**src/rtl/arm_ctrl_pkg.sv**
```systemverilog
// Shared encodings for the multicycle ARM control unit: FSM states, ALU codes, opcodes, condition codes.
// No logic, no latency; no flow control.
// No backpressure.
package arm_ctrl_pkg;

  typedef enum logic [3:0] {
    S_FETCH, S_DECODE, S_MEMADR, S_MEMRD, S_MEMWB, S_MEMWR,
    S_EXECR, S_EXECI, S_ALUWB, S_ALUWB2, S_BRANCH
  } state_t;

  localparam logic [2:0] ALU_ADD   = 3'b000;
  localparam logic [2:0] ALU_SUB   = 3'b001;
  localparam logic [2:0] ALU_AND   = 3'b010;
  localparam logic [2:0] ALU_OR    = 3'b011;
  localparam logic [2:0] ALU_MUL   = 3'b100;
  localparam logic [2:0] ALU_UMULL = 3'b101;
  localparam logic [2:0] ALU_SMULL = 3'b110;

  localparam logic [1:0] OP_DP  = 2'b00;
  localparam logic [1:0] OP_MEM = 2'b01;
  localparam logic [1:0] OP_BR  = 2'b10;
  localparam logic [1:0] OP_UND = 2'b11;

  localparam logic [3:0] CMD_AND   = 4'b0000;
  localparam logic [3:0] CMD_SUB   = 4'b0010;
  localparam logic [3:0] CMD_ADD   = 4'b0100;
  localparam logic [3:0] CMD_CMP   = 4'b1010;
  localparam logic [3:0] CMD_ORR   = 4'b1100;
  localparam logic [3:0] CMD_MUL   = 4'b0000;
  localparam logic [3:0] CMD_UMULL = 4'b0100;
  localparam logic [3:0] CMD_SMULL = 4'b0110;

  localparam logic [3:0] COND_EQ = 4'b0000;
  localparam logic [3:0] COND_NE = 4'b0001;
  localparam logic [3:0] COND_CS = 4'b0010;
  localparam logic [3:0] COND_CC = 4'b0011;
  localparam logic [3:0] COND_MI = 4'b0100;
  localparam logic [3:0] COND_PL = 4'b0101;
  localparam logic [3:0] COND_VS = 4'b0110;
  localparam logic [3:0] COND_VC = 4'b0111;
  localparam logic [3:0] COND_HI = 4'b1000;
  localparam logic [3:0] COND_LS = 4'b1001;
  localparam logic [3:0] COND_GE = 4'b1010;
  localparam logic [3:0] COND_LT = 4'b1011;
  localparam logic [3:0] COND_GT = 4'b1100;
  localparam logic [3:0] COND_LE = 4'b1101;
  localparam logic [3:0] COND_AL = 4'b1110;
  localparam logic [3:0] COND_NV = 4'b1111;

endpackage

```
**src/rtl/arm_cond_unit.sv**
```systemverilog
// NZCV flag register, condition evaluator and the per-instruction CondEx flop.
// Flags/CondEx update one cycle after their load strobes; evaluation reads the registered flags.
// No backpressure.
module arm_cond_unit
  import arm_ctrl_pkg::*;
(
  input  logic       clk,
  input  logic       rst_n,
  input  logic [3:0] cond,
  input  logic [3:0] aluflags,
  input  logic       condex_ld,
  input  logic       nz_we,
  input  logic       cv_we,
  output logic [3:0] flags,
  output logic       condex
);

  logic n, z, c, v;
  logic pass;

  assign {n, z, c, v} = flags;

  always_comb begin
    pass = 1'b0;
    case (cond)
      COND_EQ: pass = z;
      COND_NE: pass = ~z;
      COND_CS: pass = c;
      COND_CC: pass = ~c;
      COND_MI: pass = n;
      COND_PL: pass = ~n;
      COND_VS: pass = v;
      COND_VC: pass = ~v;
      COND_HI: pass = c & ~z;
      COND_LS: pass = ~c | z;
      COND_GE: pass = ~(n ^ v);
      COND_LT: pass = n ^ v;
      COND_GT: pass = ~z & ~(n ^ v);
      COND_LE: pass = z | (n ^ v);
      COND_AL: pass = 1'b1;
      default: pass = 1'b0;
    endcase
  end

  always_ff @(posedge clk or negedge rst_n) begin
    if (!rst_n) begin
      flags  <= 4'b0000;
      condex <= 1'b0;
    end else begin
      if (condex_ld) condex <= pass;
      if (nz_we) flags[3:2] <= aluflags[3:2];
      if (cv_we) flags[1:0] <= aluflags[1:0];
    end
  end

endmodule

```
**src/rtl/arm_mc_controller.sv**
```systemverilog
// Multicycle ARM control FSM; B 3, STR/DP 4, LDR 5 cycles (UMULL/SMULL 5 with LONG_MUL_EN).
// Moore outputs from state plus CondEx; no backpressure, one instruction in flight.
module arm_mc_controller
  import arm_ctrl_pkg::*;
(
  input  logic       clk,
  input  logic       reset,
  input  logic [3:0] Cond,
  input  logic [1:0] Op,
  input  logic [5:0] Funct,
  input  logic [3:0] Rd,
  input  logic [3:0] MulBits,
  input  logic [3:0] ALUFlags,
  output logic [2:0] ALUControl,
  output logic       PCWrite,
  output logic       RegWrite,
  output logic       MemWrite,
  output logic       IRWrite,
  output logic       AdrSrc,
  output logic [1:0] ResultSrc,
  output logic       ALUSrcA,
  output logic [1:0] ALUSrcB,
  output logic [1:0] ImmSrc,
  output logic [1:0] RegSrc,
  output logic [3:0] Flags
);

  state_t     state;
  logic       condex;
  logic [3:0] cmd;
  logic       is_mul, is_cmp, is_exec, rd_pc;
  logic [2:0] dp_ctrl;
  logic       nz_we, cv_we;

  assign cmd     = Funct[4:1];
  assign is_mul  = (Op == OP_DP) && !Funct[5] && (MulBits == 4'b1001);
  assign is_cmp  = (cmd == CMD_CMP);
  assign is_exec = (state == S_EXECR) || (state == S_EXECI);
  assign rd_pc   = (Rd == 4'b1111);

`ifdef LONG_MUL_EN
  logic is_long;
  assign is_long = is_mul && ((cmd == CMD_UMULL) || (cmd == CMD_SMULL));
`endif

  always_comb begin
    dp_ctrl = ALU_ADD;
    if (is_mul && (cmd == CMD_MUL)) begin
      dp_ctrl = ALU_MUL;
    end else if (is_mul && ((cmd == CMD_UMULL) || (cmd == CMD_SMULL))) begin
`ifdef LONG_MUL_EN
      dp_ctrl = (cmd == CMD_UMULL) ? ALU_UMULL : ALU_SMULL;
`else
      dp_ctrl = ALU_MUL;
`endif
    end else begin
      case (cmd)
        CMD_ADD:          dp_ctrl = ALU_ADD;
        CMD_SUB, CMD_CMP: dp_ctrl = ALU_SUB;
        CMD_AND:          dp_ctrl = ALU_AND;
        CMD_ORR:          dp_ctrl = ALU_OR;
        default:          dp_ctrl = ALU_ADD;
      endcase
    end
  end

  assign ALUControl = is_exec ? dp_ctrl : ALU_ADD;

  // Multiplies keep C and V; only the add/subtract family produces them.
  assign nz_we = is_exec & condex & Funct[0];
  assign cv_we = nz_we & (ALUControl[2:1] == 2'b00);

  arm_cond_unit u_cond (
    .clk       (clk),
    .rst_n     (reset),
    .cond      (Cond),
    .aluflags  (ALUFlags),
    .condex_ld (state == S_DECODE),
    .nz_we     (nz_we),
    .cv_we     (cv_we),
    .flags     (Flags),
    .condex    (condex)
  );

  always_ff @(posedge clk or negedge reset) begin
    if (!reset) begin
      state <= S_FETCH;
    end else begin
      case (state)
        S_FETCH:  state <= S_DECODE;
        S_DECODE: begin
          case (Op)
            OP_MEM:  state <= S_MEMADR;
            OP_BR:   state <= S_BRANCH;
            OP_DP:   state <= Funct[5] ? S_EXECI : S_EXECR;
            default: state <= S_FETCH;
          endcase
        end
        S_MEMADR: state <= Funct[0] ? S_MEMRD : S_MEMWR;
        S_MEMRD:  state <= S_MEMWB;
        S_EXECR,
        S_EXECI:  state <= S_ALUWB;
`ifdef LONG_MUL_EN
        S_ALUWB:  state <= is_long ? S_ALUWB2 : S_FETCH;
`else
        S_ALUWB:  state <= S_FETCH;
`endif
        default:  state <= S_FETCH;
      endcase
    end
  end

  assign ImmSrc = Op;
  assign RegSrc = {Op == OP_MEM, Op == OP_BR};

  always_comb begin
    IRWrite   = 1'b0;
    PCWrite   = 1'b0;
    RegWrite  = 1'b0;
    MemWrite  = 1'b0;
    AdrSrc    = 1'b0;
    ResultSrc = 2'b00;
    ALUSrcA   = 1'b0;
    ALUSrcB   = 2'b00;
    case (state)
      S_FETCH: begin
        IRWrite   = 1'b1;
        PCWrite   = 1'b1;
        ALUSrcA   = 1'b1;
        ALUSrcB   = 2'b10;
        ResultSrc = 2'b10;
      end
      S_DECODE: begin
        ALUSrcA   = 1'b1;
        ALUSrcB   = 2'b10;
        ResultSrc = 2'b10;
      end
      S_MEMADR: ALUSrcB = 2'b01;
      S_MEMRD:  AdrSrc  = 1'b1;
      S_MEMWB: begin
        ResultSrc = 2'b01;
        RegWrite  = condex;
        PCWrite   = condex & rd_pc;
      end
      S_MEMWR: begin
        AdrSrc   = 1'b1;
        MemWrite = condex;
      end
      S_EXECI:  ALUSrcB = 2'b01;
      S_ALUWB: begin
        RegWrite = condex & ~is_cmp;
        PCWrite  = condex & rd_pc;
      end
`ifdef LONG_MUL_EN
      S_ALUWB2: begin
        ResultSrc = 2'b11;
        RegWrite  = condex;
      end
`endif
      S_BRANCH: begin
        ALUSrcB   = 2'b01;
        ResultSrc = 2'b10;
        PCWrite   = condex;
      end
      default: ;
    endcase
  end

endmodule

```
**config.mk**
```make
export PLATFORM = sky130hd
export DESIGN_NAME = arm_mc_controller
export DESIGN_NICKNAME = d
export VERILOG_FILES = /design/src/rtl/arm_ctrl_pkg.sv /design/src/rtl/arm_cond_unit.sv /design/src/rtl/arm_mc_controller.sv
export SDC_FILE = /design/constraint.sdc
export NUM_CORES = 1
export LEC_CHECK = 0
export ABC_AREA = 1
export CORE_UTILIZATION = 43
export CTS_CLUSTER_SIZE = 24
export DETAILED_ROUTE_END_ITERATION = 6
export PLACE_DENSITY = 0.91
export RECOVER_POWER = 25
export SETUP_SLACK_MARGIN = 0.4
export SKIP_CTS_REPAIR_TIMING = 1
export SLEW_MARGIN = 20
export SYNTH_ARGS = -nofsm -noshare
export SYNTH_HDL_FRONTEND = slang
export SYNTH_HIERARCHICAL = 1
export SYNTH_SLANG_ARGS = --single-unit
```
**constraint.sdc**
```tcl
create_clock -name clk -period 3 [get_ports clk]
set_clock_uncertainty 0.05 [all_clocks]
set_input_delay 0.6 -clock clk [delete_from_list [all_inputs] [get_ports clk]]
set_output_delay 0.6 -clock clk [all_outputs]
set_load 0.03 [all_outputs]
```
== Yosys cells after proc, flatten, opt, wreduce, memory -nomap -nowiden ==
Cells that the tools add are included.
Storage, ports and cells
  input port bits: 26
  output and inout bits: 21
  memories kept: 0
  bits in read-only memories: 0
  logic and storage cells: 88
  bits in writable memories: 0
  latch bits: 0
  register bits after elaboration: 9
Operators by class
  muxes and demuxes: 17
  divide/modulo/power cells: 0
  bitwise gates (word level): 16
  add/subtract/negate cells: 0
  multiply operators: 0
  magnitude comparators: 0
  shift-type cells: 0
  reduce and logical (&&, ||, !) cells: 19
  equal/unequal tests: 32
Operator list (count)
  $eq A4 B4 Y1 const B: 13
  $eq A4 B3 Y1 const B: 10
  $eq A4 B2 Y1 const B: 5
  $pmux W4 S5: 1
  $pmux W1 S15: 1
  $logic_not A4 Y1: 3
  $mux W3: 4
  $pmux W4 S3: 1
  $reduce_or A2 Y1: 5
  $eq A4 B1 Y1 const B: 2
  $pmux W2 S2: 2
  $and A1 B1 Y1: 7
  $not A1 Y1: 6
  $pmux W2 S3: 1
  $reduce_or A3 Y1: 2
  $mux W1: 5
  $logic_and A1 B1 Y1: 4
  $logic_not A2 Y1: 2
  $pmux W1 S3: 1
  $eq A2 B1 Y1 const B: 1
  $eq A2 B2 Y1 const B: 1
  $logic_or A1 B1 Y1: 2
  $or A1 B1 Y1: 2
  $pmux W1 S2: 1
  other kinds (2): 2

== Depth between registers and ports, before layout ==
  word-level depth: 9
  depth in mapped cells: 10
  depth with buffers taken out: 10

== Modules after synthesis ==
The synthesis kept the hierarchy.
By module, submodules not included
  arm_mc_controller: sequential area each 100.1 sq um, area each 531.8 sq um, instances 1, cells each 101
  arm_cond_unit: sequential area each 125.1 sq um, area each 410.4 sq um, instances 1, cells each 71

== Least setup slack after synthesis ==
No wires, ideal clock.
  path kind: input -> output
  start: input port Funct[3]
  end: output port ALUControl[0]
  stages: 4
  data required time: 2.350 ns
  buffers on the path: 0
  path slack: 0.904 ns
  arrival time: 1.446 ns
  cells stage by stage: inv_1 nand2_1 or2_2 a21oi_1
On the way
  word-level cells in the longest chain between the ends: 6
  elaborated cells between the ends (all ways): 14
  classes of those cells: 5 x eq/ne; 4 x mux; 5 x reduce/logical
RTL lines
  start: declaration: line arm_mc_controller.sv:10  | input logic [5:0] Funct,
  $eq A4 B4 Y1, or another cell as far along: line arm_mc_controller.sv:57  | case (cmd)
  $reduce_or A2 Y1 / $logic_or A1 B1 Y1 (equally long branches): line arm_mc_controller.sv:57, arm_mc_controller.sv:50
  $pmux W2 S3 / $logic_and A1 B1 Y1 (equally long branches): line arm_mc_controller.sv:57, arm_mc_controller.sv:50
  $mux W3: line arm_mc_controller.sv:50  | end else if (is_mul && ((cmd == CMD_UMULL) || (cmd == CMD_SMULL))) begin
  $mux W3 *: line arm_mc_controller.sv:48  | if (is_mul && (cmd == CMD_MUL)) begin
  $mux W3 *: line arm_mc_controller.sv:67  | assign ALUControl = is_exec ? dp_ctrl : ALU_ADD;
  end: declaration: line arm_mc_controller.sv:14  | output logic [2:0] ALUControl,
Every way passes the cells marked *; elsewhere a longest branch is shown, timed or not.

== Final worst setup path ==
  start: input port Op[1]
  end: output port ALUControl[2]
On the way
  word-level cells in the longest chain between the ends: 7
  elaborated cells between the ends (all ways): 8
  classes of those cells: 3 x mux; 5 x reduce/logical
RTL lines
  start: declaration: line arm_mc_controller.sv:9  | input logic [1:0] Op,
  $logic_not A2 Y1 *: line arm_mc_controller.sv:36  | assign is_mul = (Op == OP_DP) && !Funct[5] && (MulBits == 4'b1001);
  $logic_and A1 B1 Y1 * (2 in a row): line arm_mc_controller.sv:36
  $logic_and A1 B1 Y1: line arm_mc_controller.sv:50
  $mux W3: line arm_mc_controller.sv:50
  $mux W3 *: line arm_mc_controller.sv:48
  $mux W3 *: line arm_mc_controller.sv:67
Marked as above.

==> results.tsv <==
stage	metric	value	unit
synthesis	ys async rst share	100.0	%
setup_path	R2R setup slack	1.68	ns
cts	Worst-Skew Late Latency	0.26	ns
setup_path	Crit. End Element	output pin	
global_route	initial antenna violation count	0	
min_path	min-delay worst type	reg2reg	
setup_path	WP data arrival	1.92	ns
floorplan	Initial Util	47.06	%
detailed_routing	First-pass DRT Iterations	4	
min_path	worst hold stages	2	
timing	final worst-path cycle share	85.66	%
setup_path	Largest stage delay, worst path	0.48	ns
global_route	GRT Util Overall	24.80	%
setup_path	Critical Path RT	2.35	ns
cts	clock buffer count from CTS	3	
finish	fill count	175	
timing	Hold Slack	0.5542	ns
power_and_ir_drop	combinational power share	70.2	%
power_and_ir_drop	Reg power frac	21.6	%
power_and_ir_drop	Pwr per Cell Area	798.2	nW/um^2
cts	Bufs on Longest Clock Path	2	
setup_path	reg-to-reg endpoint	u_cond/condex	
power_and_ir_drop	Pint	0.5331	mW
synthesis	YS warnings	6	
global_route	GRT Residual Overflow	0	
setup_path	Worst Reg-to-Reg Cells	10	
finish	Nets	245	
synthesis	Gate Count Post-Synth	172	
finish	fraction of final layout cells with drive strength greater than 1	10.55	%
synthesis	Compound-Gate Fraction of Synth Area	8.234	%
setup_path	CP cell instances	clkdlybuf4s50_1, nor2_1, nand2_1, nor2_1, nand2_1, nor2_1, dlymetal6s2s_1	
setup_path	Setup crit start kind	input port	
setup_path	CP Max Fanout	5	
timing	Tmin final	2.570	ns
power_and_ir_drop	VDD IR max	0.4516	mV
timing	final slew viol count	0	
cts	CTS tree	yes	
global_route	first-pass GRT wire length	4.678	mm
global_route	vias in the first global route	1123	
floorplan	die width	48.81	um
detailed_routing	post-route ant nets	0	
timing	setup TNS	0	ns
status	outcome	complete, no violations	
synthesis	Yosys cell types	21	
detailed_routing	vias per cell	5.118	
finish	multi-input logic area	559.3	um^2
synthesis	Mapped Nets	198	
floorplan	Die ar.	2382	um^2
timing	endpoints failing hold	0	
finish	Reg area	225.2	um^2
power_and_ir_drop	clock power share	8.2	%
synthesis	Main synth FF type	dfrtp_1	
detailed_routing	wirelength, routed	2.852	mm
setup_path	Setup CP Type	in2out	
synthesis	post-synthesis sequential area ratio	23.90	%
power_and_ir_drop	NetSw	0.6095	mW
detailed_routing	drt drc	0	
synthesis	largest family of logic cells by synthesized area	simple AND/OR/NAND/NOR gates	
finish	ant diodes	0	
timing	Slew @ Worst Pin	0.4186	ns
synthesis	cell area after synthesis	942.2	um^2
finish	synth-to-layout area growth	51.93	%
floorplan	num rows	16	
place	IO Port Bufs	46	
global_route	largest net degree at the start of global routing	10	
cts	clock slew at reported path FFs	0.06	ns
setup_path	most used cell along the critical path	nor2_1	
setup_path	Buf/Inv on CP	2	
cts	number of sinks on the clock net	9	
place	Post-DP HPWL	2.332	mm
cts	H-tree depth	1	
synthesis	number of synthesized register bits	9	
synthesis	xor/xnor share of the synthesized area	0	%
flow_run	Max-Cap Viols	0	
timing	Slew HR	72.00	%
timing	RSZ-0062 raised after global routing	true	
timing	max frequency	389.1	MHz
min_path	Min-Delay Endpoint	u_cond/condex	
power_and_ir_drop	Switching Fraction	53.34	%
min_path	HP Start	u_cond/condex	
place	Final Wtd Congestion	0.8995	
synthesis	Post-Synth Adder-Cell Area	0	%
floorplan	die height	48.81	um
cts	Root Buffer	clkbuf_4	
power_and_ir_drop	Leak	0.8084	nW
setup_path	crit path max-delay cell type	clkdlybuf4s50_1	
detailed_routing	initial drt markers	59	
setup_path	Worst R2R Start	u_cond/flags[3]	
synthesis	EDFF count, synth	0	
synthesis	simple-gate portion of the synthesized area	51.13	%
timing	final setup violation count	0	
synthesis	syn avg cell area	5.478	um^2
detailed_routing	via count	1254	
floorplan	Core Region	2002	um^2
detailed_routing	wire length per cell	11.64	um
setup_path	family with the most delay on the worst path	buffers and inverters	
floorplan	I/O pin count	47	
synthesis	mux cell area share after synthesis	0	%
## power by group through the flow
| stage | Combinational [mW] | Sequential (mW) | Clock (mW) |
|---|---|---|---|
| floorplan | 0.482 | 0.268 | 0 |
| detailed placement | 0.797 | 0.247 | 0 |
| finish | 0.802 | 0.247 | 0.0931 |
| global route | 0.867 | 0.253 | 0.104 |
| CTS | 0.804 | 0.244 | 0.0938 |
| global placement | 0.778 | 0.244 | 0 |
## sequential cells by signal (all words and copies together), names as in the netlist
name / flops
state: 4
u_cond/condex: 1
u_cond/flags: 4
## layer usage
metal	track usage (%)	part of all wire (%)	vias to the layer above
met1	30.41	41	571
met4	5.882	1.1	0
met3	5.296	7.4	6
li1	-	-	613
met5	0	0	-
met2	43.98	51	64
## layout make-up
class	count	share of cell area, %
flip-flops and latches	9	15.73
multi-input cells	126	39.07
repair buffers	46	32.34
clock buffers	4	1.836
well taps	27	2.360
inverters	33	8.654
## worst reg2reg max path: stages, from the launching register on
cell and delay [ns]:
dfrtp_1 0.41, inv_1 0.11, nand2_1 0.10, nand3_1 0.10
nand2_1 0.06, nand2_1 0.06, nand2_1 0.06, inv_1 0.06
nand3_1 0.08, nand2_1 0.07, nand2_1 0.06
## cells in the mapped netlist (2+ instances only)
cell type / instances / area [um^2]
buf_4: 3 / 22.52
dfrtp_1: 9 / 225.2
inv_1: 27 / 101.4
inv_2: 6 / 22.52
nand2_1: 57 / 214.0
nand3_1: 18 / 90.09
nor2_1: 25 / 93.84
nor2_2: 8 / 50.05
o21ai_0: 5 / 25.02
o21ai_1: 2 / 10.01
o22ai_1: 2 / 12.51
## cells by family (layout without fill, tap and decap cells)
| logic type | Yosys count | count (layout) |
|---|---|---|
| buffers and inverters | 37 | 83 |
| and+or+nand+nor | 113 | 113 |
| AOI/OAI and AO/OA | 13 | 13 |
| DFF | 9 | 9 |
## layout by cell type (no fill, tap or decap)
master and instances:
nand2_1 57, clkdlybuf4s50_1 38, inv_1 27, nor2_1 25
nand3_1 18, dfrtp_1 9, nor2_2 8, inv_2 6
dlymetal6s2s_1 5, o21ai_0 5, clkbuf_4 3, o22ai_1 2
o21ai_1 2, clkbuf_2 2, nand2_2 1, nand3_2 1
a31o_1 1, nor3_1 1, and3_1 1, or2_2 1
a21oi_1 1, clkbuf_1 1, dlygate4sd3_1 1, a21boi_1 1
a21oi_2 1
## per-stage QoR
step | std cells | power, mW | area (um^2) | worst slack (ns) | utilization (%)
final | 245 | 1.143 | 1431 | 0.4302 | 71.50
after global routing | 245 | 1.224 | 1431 | 0.3420 | 71.50
after detailed placement | 241 | 1.044 | 1403 | 0.05560 | 70.06
after global placement | 241 | 1.021 | 1403 | 0.1330 | 70.06
after floorplan | 172 | 0.7500 | 942.2 | 0.9036 | -
after CTS | 245 | 1.142 | 1429 | 0.03927 | 71.38
## worst max path at each step
stage | start | end | slack, ns | depth (start not counted)
detailed placement | Op[1] | ALUControl[2] | 0.06 | 7
global placement | Funct[3] | ALUControl[0] | 0.13 | 6
global route | Op[1] | ALUControl[2] | 0.34 | 7
finish | Op[1] | ALUControl[2] | 0.43 | 7
floorplan | Funct[3] | ALUControl[0] | 0.90 | 4
CTS | Op[1] | ALUControl[2] | 0.04 | 7
No activity file was read; power rests on OpenSTA's default activity.
